[config.mk]
export PLATFORM = sky130hd
export DESIGN_NAME = systolic_os_array
export DESIGN_NICKNAME = d
export VERILOG_FILES = /design/src/rtl/systolic_pkg.sv /design/src/rtl/systolic_os_array_pe.sv /design/src/rtl/systolic_os_array.sv
export SDC_FILE = /design/constraint.sdc
export NUM_CORES = 2
export LEC_CHECK = 0
export BUFFER_PORTS_ARGS = -buffer_cell sky130_fd_sc_hd__buf_2
export CAP_MARGIN = 20
export CORE_MARGIN = 8
export CORE_UTILIZATION = 65
export CTS_BUF_LIST = sky130_fd_sc_hd__clkbuf_2 sky130_fd_sc_hd__clkbuf_4 sky130_fd_sc_hd__clkbuf_8
export CTS_CLUSTER_SIZE = 8
export DETAILED_ROUTE_END_ITERATION = 16
export PLACE_DENSITY = 0.82
export SLEW_MARGIN = 20
export SYNTH_ARGS = -nofsm -noshare
export SYNTH_HDL_FRONTEND = slang
export SYNTH_HIERARCHICAL = 1
export SYNTH_SLANG_ARGS = --single-unit
[constraint.sdc]
create_clock -name clk -period 7.4 [get_ports clk]
set_input_delay 1.85 -clock clk [delete_from_list [all_inputs] [get_ports clk]]
set_output_delay 1.85 -clock clk [all_outputs]
set_load 0.05 [all_outputs]
[src/rtl/systolic_pkg.sv]
// Shared types and helpers for the output-stationary systolic array.
// Holds the controller state encoding and the product extension function.
package systolic_pkg;

  typedef enum logic [1:0] {
    StIdle,
    StCompute,
    StFlush,
    StDrain
  } state_e;

  // Widest product the extension helper handles; callers narrow the result.
  localparam int unsigned ExtW = 128;

  // Sign- or zero-extend the low prod_w bits of prod to ExtW bits.
  function automatic logic [ExtW-1:0] ext_prod(input logic [ExtW-1:0] prod,
                                               input int unsigned prod_w,
                                               input logic is_signed);
    logic [ExtW-1:0] mask;
    logic            sign_bit;
    mask     = (ExtW'(1) << prod_w) - ExtW'(1);
    sign_bit = |(prod & (ExtW'(1) << (prod_w - 1)));
    return (prod & mask) | ((is_signed && sign_bit) ? ~mask : '0);
  endfunction

endpackage

[src/rtl/systolic_os_array_pe.sv]
// Single output-stationary PE: registered a/b pass-through plus a MAC register.
// The first tag restarts the accumulator so no clear cycle is needed between jobs.
module systolic_pe
  import systolic_pkg::*;
#(
  parameter int unsigned DATA_W = 8,
  parameter int unsigned ACC_W  = 32,
  parameter int unsigned SIGNED = 0
) (
  input  logic              clk,
  input  logic              reset,
  input  logic [DATA_W-1:0] a_west,
  input  logic              a_valid_west,
  input  logic              first_west,
  input  logic [DATA_W-1:0] b_north,
  input  logic              b_valid_north,
  output logic [DATA_W-1:0] a_east,
  output logic              a_valid_east,
  output logic              first_east,
  output logic [DATA_W-1:0] b_south,
  output logic              b_valid_south,
  output logic [ACC_W-1:0]  acc
);

  logic [2*DATA_W-1:0] a_ext;
  logic [2*DATA_W-1:0] b_ext;
  logic [2*DATA_W-1:0] prod;
  logic [ACC_W-1:0]    prod_acc;
  logic                is_signed;

  assign is_signed = (SIGNED != 0);

  // Operands are pre-extended to 2*DATA_W so one unsigned multiply serves both modes.
  always_comb begin
    a_ext    = {{DATA_W{is_signed & a_west[DATA_W-1]}}, a_west};
    b_ext    = {{DATA_W{is_signed & b_north[DATA_W-1]}}, b_north};
    prod     = a_ext * b_ext;
    prod_acc = ACC_W'(ext_prod(ExtW'(prod), 2 * DATA_W, is_signed));
  end

  always_ff @(posedge clk) begin
    if (reset) begin
      a_east        <= '0;
      a_valid_east  <= 1'b0;
      first_east    <= 1'b0;
      b_south       <= '0;
      b_valid_south <= 1'b0;
      acc           <= '0;
    end else begin
      a_east        <= a_west;
      a_valid_east  <= a_valid_west;
      first_east    <= first_west;
      b_south       <= b_north;
      b_valid_south <= b_valid_north;
      if (a_valid_west && b_valid_north) begin
        acc <= first_west ? prod_acc : acc + prod_acc;
      end
    end
  end

endmodule

[src/rtl/systolic_os_array.sv]
// Output-stationary ROWS x COLS matrix-multiply engine with built-in input skew,
// first/last job tagging and a row-per-cycle valid/ready result drain.
module systolic_os_array
  import systolic_pkg::*;
#(
  parameter int unsigned ROWS   = 4,
  parameter int unsigned COLS   = 4,
  parameter int unsigned DATA_W = 8,
  parameter int unsigned ACC_W  = 32,
  parameter int unsigned SIGNED = 0
) (
  input  logic                   clk,
  input  logic                   reset,
  input  logic [ROWS*DATA_W-1:0] a_in,
  input  logic [COLS*DATA_W-1:0] b_in,
  input  logic                   in_valid,
  output logic                   in_ready,
  input  logic                   k_last,
  output logic [COLS*ACC_W-1:0]  out_data,
  output logic                   out_valid,
  input  logic                   out_ready,
  output logic                   busy
);

  localparam int unsigned FlushW = $clog2(ROWS + COLS);
  localparam int unsigned DrainW = $clog2(ROWS);
  localparam int unsigned ALaneW = DATA_W + 2;
  localparam int unsigned BLaneW = DATA_W + 1;

  state_e              state_q, state_d;
  logic [FlushW-1:0]   flush_cnt_q, flush_cnt_d;
  logic [DrainW-1:0]   row_q, row_d;
  logic                accept;

  assign in_ready  = (state_q == StIdle) || (state_q == StCompute);
  assign busy      = (state_q != StIdle);
  assign out_valid = (state_q == StDrain);
  assign accept    = in_valid & in_ready;

  always_comb begin
    state_d     = state_q;
    flush_cnt_d = flush_cnt_q;
    row_d       = row_q;
    unique case (state_q)
      StIdle, StCompute: begin
        if (accept) begin
          if (k_last) begin
            state_d     = StFlush;
            flush_cnt_d = '0;
          end else begin
            state_d = StCompute;
          end
        end
      end
      StFlush: begin
        // Wait until the last beat has crossed the skew and reached the far corner PE.
        if (flush_cnt_q == FlushW'(ROWS + COLS - 2)) begin
          state_d = StDrain;
          row_d   = '0;
        end else begin
          flush_cnt_d = flush_cnt_q + 1'b1;
        end
      end
      StDrain: begin
        if (out_ready) begin
          if (row_q == DrainW'(ROWS - 1)) begin
            state_d = StIdle;
            row_d   = '0;
          end else begin
            row_d = row_q + 1'b1;
          end
        end
      end
      default: state_d = StIdle;
    endcase
  end

  always_ff @(posedge clk) begin
    if (reset) begin
      state_q     <= StIdle;
      flush_cnt_q <= '0;
      row_q       <= '0;
    end else begin
      state_q     <= state_d;
      flush_cnt_q <= flush_cnt_d;
      row_q       <= row_d;
    end
  end

  // Common input register shared by every skew lane.
  logic [ROWS*DATA_W-1:0] a_in_q;
  logic [COLS*DATA_W-1:0] b_in_q;
  logic                   in_valid_q;
  logic                   in_first_q;

  always_ff @(posedge clk) begin
    if (reset) begin
      a_in_q     <= '0;
      b_in_q     <= '0;
      in_valid_q <= 1'b0;
      in_first_q <= 1'b0;
    end else begin
      a_in_q     <= a_in;
      b_in_q     <= b_in;
      in_valid_q <= accept;
      in_first_q <= accept && (state_q == StIdle);
    end
  end

  logic [DATA_W-1:0] a_grid   [ROWS][COLS+1];
  logic              av_grid  [ROWS][COLS+1];
  logic              fst_grid [ROWS][COLS+1];
  logic [DATA_W-1:0] b_grid   [ROWS+1][COLS];
  logic              bv_grid  [ROWS+1][COLS];
  logic [ACC_W-1:0]  acc_grid [ROWS][COLS];

  for (genvar r = 0; r < ROWS; r++) begin : g_row_skew
    logic [ALaneW-1:0] lane_in;
    logic [ALaneW-1:0] lane_out;

    assign lane_in = {in_first_q, in_valid_q, a_in_q[r*DATA_W +: DATA_W]};

    if (r == 0) begin : g_direct
      assign lane_out = lane_in;
    end else begin : g_dly
      logic [ALaneW-1:0] sh_q [r];
      always_ff @(posedge clk) begin
        if (reset) begin
          for (int i = 0; i < r; i++) sh_q[i] <= '0;
        end else begin
          sh_q[0] <= lane_in;
          for (int i = 1; i < r; i++) sh_q[i] <= sh_q[i-1];
        end
      end
      assign lane_out = sh_q[r-1];
    end

    assign a_grid[r][0]   = lane_out[DATA_W-1:0];
    assign av_grid[r][0]  = lane_out[DATA_W];
    assign fst_grid[r][0] = lane_out[DATA_W+1];
  end

  for (genvar c = 0; c < COLS; c++) begin : g_col_skew
    logic [BLaneW-1:0] lane_in;
    logic [BLaneW-1:0] lane_out;

    assign lane_in = {in_valid_q, b_in_q[c*DATA_W +: DATA_W]};

    if (c == 0) begin : g_direct
      assign lane_out = lane_in;
    end else begin : g_dly
      logic [BLaneW-1:0] sh_q [c];
      always_ff @(posedge clk) begin
        if (reset) begin
          for (int i = 0; i < c; i++) sh_q[i] <= '0;
        end else begin
          sh_q[0] <= lane_in;
          for (int i = 1; i < c; i++) sh_q[i] <= sh_q[i-1];
        end
      end
      assign lane_out = sh_q[c-1];
    end

    assign b_grid[0][c]  = lane_out[DATA_W-1:0];
    assign bv_grid[0][c] = lane_out[DATA_W];
  end

  for (genvar r = 0; r < ROWS; r++) begin : g_pe_row
    for (genvar c = 0; c < COLS; c++) begin : g_pe_col
      systolic_pe #(
        .DATA_W(DATA_W),
        .ACC_W (ACC_W),
        .SIGNED(SIGNED)
      ) u_pe (
        .clk          (clk),
        .reset        (reset),
        .a_west       (a_grid[r][c]),
        .a_valid_west (av_grid[r][c]),
        .first_west   (fst_grid[r][c]),
        .b_north      (b_grid[r][c]),
        .b_valid_north(bv_grid[r][c]),
        .a_east       (a_grid[r][c+1]),
        .a_valid_east (av_grid[r][c+1]),
        .first_east   (fst_grid[r][c+1]),
        .b_south      (b_grid[r+1][c]),
        .b_valid_south(bv_grid[r+1][c]),
        .acc          (acc_grid[r][c])
      );
    end
  end

  // Drain mux; accumulators are zero after reset so this also reads zero then.
  always_comb begin
    out_data = '0;
    for (int c = 0; c < COLS; c++) begin
      out_data[c*ACC_W +: ACC_W] = acc_grid[row_q][c];
    end
  end

endmodule

* Word level (Yosys, flattened, before mapping)
Memory sizes are Yosys's and may differ from the RTL's.
Cells that the tools add are included.
** Storage, ports and cells
- Flip-flop bits (word level) :: 810
- Bits in latches :: 0
- Memory bits (writable) :: 114
- ROM bits :: 0
- Input port bits :: 69
- Output and inout bits :: 131
- Word-level logic and storage cells :: 221
- Memories kept :: 6
** Cells by class
- Add/subtract/negate cells :: 18
- Multiply operators :: 16
- Divide/modulo/power cells :: 0
- Magnitude comparators :: 1
- Equality and inequality tests :: 11
- Shift-type cells :: 0
- Multiplexer cells :: 50
- Bitwise operators :: 12
- Reductions and logical operators :: 27
** Memory list
- g_row_skew[3].g_dly.sh_q :: depth 3, width 10, rd ports 3, clocked after Yosys merged registers in 0, wr ports 3, line systolic_os_array.sv:126 : logic [ALaneW-1:0] sh_q [r];
- g_col_skew[3].g_dly.sh_q :: depth 3, width 9, rd ports 3, clocked after Yosys merged registers in 0, wr ports 3, line systolic_os_array.sv:152 : logic [BLaneW-1:0] sh_q [c];
- g_row_skew[2].g_dly.sh_q :: depth 2, width 10, rd ports 2, clocked after Yosys merged registers in 0, wr ports 2, line systolic_os_array.sv:126
- g_col_skew[2].g_dly.sh_q :: depth 2, width 9, rd ports 2, clocked after Yosys merged registers in 0, wr ports 2, line systolic_os_array.sv:152
- g_row_skew[1].g_dly.sh_q :: depth 1, width 10, rd ports 1, clocked after Yosys merged registers in 0, wr ports 1, line systolic_os_array.sv:126
- g_col_skew[1].g_dly.sh_q :: depth 1, width 9, rd ports 1, clocked after Yosys merged registers in 0, wr ports 1, line systolic_os_array.sv:152
** Operator list (count)
- adder 32 x 16 -> 32 bit :: 16
- 2-to-1 mux 32 bit :: 16
- binary-select mux 128 bit (select 2 bit) :: 1
- multiplier 8 x 8 -> 16 bit :: 16
- 2-to-1 mux 128 bit :: 2
- 2-to-1 mux 10 bit :: 6
- 2-to-1 mux 9 bit :: 6
- logical AND 1 bit :: 16
- 2-to-1 mux 2 bit :: 8
- bitwise OR 1 bit :: 10
- OR reduction 10 bit :: 1
- 2-to-1 mux 3 bit :: 3
- OR reduction 9 bit :: 1
- != test 2 bit, second input constant :: 4
- AND reduction 4 bit :: 2
- equality test 2 bit, second input constant :: 3
- one-hot mux 2 bit (3 select lines) :: 1
- one-hot mux 3 bit (2 select lines) :: 1
- nonzero test 2 bit :: 3
- 2-to-1 mux 1 bit :: 5
- != test 2 x 1 -> 1 bit, second input constant :: 2
- one-hot mux 2 bit (2 select lines) :: 1
- adder 3 x 1 -> 3 bit, second input constant :: 1
- equality test 3 bit, second input constant :: 1
- 9 further kinds :: 9

* Longest topological paths before layout
- Word-level depth :: 5
- Gate-level depth with buffers :: 25
- Mapped depth without buffers :: 24

* Cells and area by module
Netlist, hierarchy kept.
** By module, submodules not included
- systolic_pe at g_pe_row[2].g_pe_col[0].u_pe ... :: times used 7, cells an instance 569, area an instance 4946.0 sq um, sequential area each 1021.0 sq um
- systolic_pe at g_pe_row[0].g_pe_col[1].u_pe ... :: times used 5, cells an instance 546, area an instance 4748.3 sq um, sequential area each 1021.0 sq um
- systolic_os_array :: times used 1, cells an instance 554, area an instance 8057.7 sq um, sequential area each 3503.4 sq um
- systolic_pe at g_pe_row[1].g_pe_col[3].u_pe :: times used 1, cells an instance 613, area an instance 5153.7 sq um, sequential area each 1021.0 sq um
- systolic_pe at g_pe_row[0].g_pe_col[0].u_pe :: times used 1, cells an instance 573, area an instance 4972.3 sq um, sequential area each 1021.0 sq um
- systolic_pe at g_pe_row[1].g_pe_col[2].u_pe :: times used 1, cells an instance 557, area an instance 4813.4 sq um, sequential area each 1021.0 sq um
- systolic_pe at g_pe_row[3].g_pe_col[3].u_pe :: times used 1, cells an instance 563, area an instance 4795.8 sq um, sequential area each 1021.0 sq um

* Worst setup path after synthesis
OpenSTA, ideal clock, no wires.
- Path kind :: reg-to-reg
- Start point :: register g_pe_row[1].g_pe_col[2].u_pe.a_east[5]
- End point :: register g_pe_row[1].g_pe_col[3].u_pe.acc[14]
- Data arrival time :: 5.595 ns
- Path slack :: 1.714 ns
- Cell stages (with the launch flop) :: 22
- Cell sequence :: dfxtp_1 -> nand2_1 -> fa_1 -> fa_1 -> inv_1 -> fa_1 -> inv_1 -> fa_1 -> inv_1 -> ha_1 -> a21oi_1 -> o21ai_0 -> a211o_1 -> a21oi_1 -> xnor2_1 -> ha_1 -> buf_2 -> nand2_1 -> or4_4 -> nand3_2 -> or3b_1 -> a311oi_1
** On the way
- Cells in the longest elaborated chain, start to end :: 3
** Ends and longest elaborated chain
- start, declared :: line systolic_os_array_pe.sv:17 : output logic [DATA_W-1:0] a_east,
- start signal, assigned :: line systolic_os_array_pe.sv:50 : a_east <= a_west;
- multiplier 8 x 8 -> 16 bit (*) :: line systolic_os_array_pe.sv:37 : prod = a_ext * b_ext;
- adder 32 x 16 -> 32 bit :: line systolic_os_array_pe.sv:56 : acc <= first_west ? prod_acc : acc + prod_acc;
- 2-to-1 mux 32 bit (*) :: line systolic_os_array_pe.sv:56
- end signal, assigned :: line systolic_os_array_pe.sv:56
- end, declared :: line systolic_os_array_pe.sv:22 : output logic [ACC_W-1:0] acc
Every way passes the cells marked *; elsewhere a longest branch is shown, timed or not.
A chain may end at the register's enable or synchronous reset.

* Worst setup path after layout
- Start point :: register g_pe_row[0].g_pe_col[3].u_pe.b_south[2]
- End point :: register g_pe_row[1].g_pe_col[3].u_pe.acc[27]
** On the way
- Cells in the longest elaborated chain, start to end :: 3
** Ends and longest elaborated chain
- start, declared :: line systolic_os_array_pe.sv:20 : output logic [DATA_W-1:0] b_south,
- start signal, assigned :: line systolic_os_array_pe.sv:53 : b_south <= b_north;
- multiplier 8 x 8 -> 16 bit :: line systolic_os_array_pe.sv:37
- adder 32 x 16 -> 32 bit :: line systolic_os_array_pe.sv:56
- 2-to-1 mux 32 bit :: line systolic_os_array_pe.sv:56
No other way between the ends.

==> metrics.csv <==
metric;value;unit
fp.dieH;376;microns
r2r_slack;870;ps
cts-root-buf;clkbuf_8;
num_vias;70900;
dieArea;141000;sq um
fin_crit_sh;88.2;%
netlist_area;84200;sq um
worstHoldPathCells;1;
ir_worst_vdd;0.174;mV
finalHoldWorstSlack;398;ps
placementRows;132;
grt_usage;32.3;%
critPathCaptureType;register;
arrival;7260;ps
skew;49.8;ps
path_clk_slew;60;ps
finalInstanceArea;90000;sq um
routed_wl;235;mm
antenna_found_initial;10;
drt_iter0_drc;6187;
min_to;g_col_skew[3].g_dly.sh_q[0][0]$_SDFF_PP0_;
final.fill_count;10200;
cp.required;8130;ps
worstHoldStart;b_in_q[24]$_SDFF_PP0_;
syn_nets;10900;
final_cell_mix;913 x and2_1, 913 x dfxtp_1, 867 x inv_1, 867 x ha_1, 604 x nand2_1;
r2r_cells;21;
drt_first_pass_iters;6;
grt_pass1_wl;372;mm
gp_congestion;0.950;
clk_latency;890;ps
fin_crit;6530;ps
cts_max_path_buffers;3;
syn_area_per_cell;8.93;sq um
yosysWarnings;6;
slew_headroom;20.7;%
cts_sinks;915;
crit_type;reg2reg;
core_area;129000;sq um
grt_pass1_vias;70000;
die_x;376;microns
setup_viol;0;
initial_utilization;65.2;%
cts-resized-gates;0;
layout.nets;11100;
postPlaceCellArea;86300;sq um
post_cts_buffers;0;
r2r_end;g_pe_row[1].g_pe_col[3].u_pe/acc[27]$_SDFFE_PP0P_;
rsz0062_at_grt;no;
worst_pin_slew;1190;ps
syn_to_final_growth;6.98;%
stdcell_count;11400;
worstSetupStartpointType;register;
cts_buffers;167;
drc;0;
drive_gt1_share;8.69;%
vias_per_cell;6.20;
finalSetupTns;0;ps
boundaryPins;200;
overflow;0;
leakagePower;42.4;nW
hold_path_class;reg2reg;
port-buffer-count;199;
drv_cap;0;
path_max_fanout;11;
max_freq;0.153;GHz
grt_max_degree;153;
r2r_start;g_pe_row[0].g_pe_col[3].u_pe/b_south[2]$_SDFF_PP0_;
cts_max_level;4;
hpwl;183;mm
drv_slew;0;
startpoint;g_pe_row[0].g_pe_col[3].u_pe/b_south[2]$_SDFF_PP0_;
placed_cells;11100;
syn_inst;9420;
drtAntennaViolNets;0;
cellPowerDensity;123;nW/um^2
status;complete, no violations;
hold_buffers;0;
wire_per_inst;20.5;microns
final-hold-violation-count;0;
cts_tree;yes;
layout make-up:
| cell class | instances | area (sq um) | area share [%] |
|---|---|---|---|
| diodes | 4 | 10.0 | 0.0111 |
| clock buffers | 252 | 3190 | 3.55 |
| clock inverters | 45 | 551 | 0.612 |
| inverters | 867 | 3250 | 3.61 |
| multi-input cells | 7365 | 61200 | 68.0 |
| flip-flops and latches | 915 | 18300 | 20.4 |
| well taps | 1742 | 2180 | 2.42 |
| repair buffers | 232 | 1290 | 1.43 |
registers in the layout, indices dropped and copies added (netlist names), 12 cells and up:
register                              count
g_pe_row.g_pe_col.u_pe/a_east            96
g_pe_row.g_pe_col.u_pe/a_valid_east      12
g_pe_row.g_pe_col.u_pe/b_valid_south     12
g_pe_row.g_pe_col.u_pe/b_south           96
b_in_q                                   32
g_row_skew.g_dly.sh_q                    54
g_col_skew.g_dly.sh_q                    48
g_pe_row.g_pe_col.u_pe/acc              512
g_pe_row.g_pe_col.u_pe/first_east        12
a_in_q                                   32
critical path, cell delays in order, from the launching register on:
cell and delay, ps:
dfxtp_1 480, nand2_1 130, fa_1 510, fa_1 550, inv_1 60, fa_1 480, inv_1 50, fa_1 480
inv_1 40, ha_1 340, a21oi_1 340, o21ai_0 290, a211o_1 320, a21oi_1 190, xnor2_1 90, ha_1 480
and3_1 280, nand2_1 70, a211oi_1 500, a2111oi_2 180, o311ai_0 360, o41ai_1 150
per-layer routing:
metal | up-vias | wire length [microns] | GRT usage (%)
li1 | 33000 | - | -
met1 | 34600 | 97900 | 42.7
met2 | 2784 | 109000 | 52.6
met3 | 526 | 16400 | 4.27
met4 | 0 | 11600 | 15.3
met5 | - | 0 | 0
per-stage QoR:
step / util [%] / total power (W) / setup slack (ps)
after floorplan: - / 0.00557 / 1720
after global placement: 66.9 / 0.00576 / 1080
after detailed placement: 66.9 / 0.00577 / 938
after CTS: 69.8 / 0.0112 / 954
after global routing: 69.8 / 0.0115 / 485
final: 69.8 / 0.0111 / 870
worst max path at each step:
stage / to / slack, ps / depth (start not counted)
after floorplan: g_pe_row[1].g_pe_col[3].u_pe/acc[14]$_SDFFE_PP0P_ / 1720 / 21
after global placement: g_pe_row[0].g_pe_col[3].u_pe/acc[29]$_SDFFE_PP0P_ / 1080 / 23
after detailed placement: g_pe_row[0].g_pe_col[3].u_pe/acc[29]$_SDFFE_PP0P_ / 940 / 23
after CTS: g_pe_row[0].g_pe_col[3].u_pe/acc[29]$_SDFFE_PP0P_ / 950 / 23
after global routing: g_pe_row[1].g_pe_col[3].u_pe/acc[15]$_SDFFE_PP0P_ / 490 / 21
final: g_pe_row[1].g_pe_col[3].u_pe/acc[27]$_SDFFE_PP0P_ / 870 / 21
report_power, final:
| part | internal [W] | total [W] | leakage, nW | switching (W) |
|---|---|---|---|---|
| registers | 0.00499 | 0.00509 | 7.41 | 0.000103 |
| logic | 0.000209 | 0.000586 | 33.0 | 0.000377 |
| clock network | 0.00312 | 0.00543 | 1.97 | 0.00231 |
No activity file was read; power rests on OpenSTA's default activity.
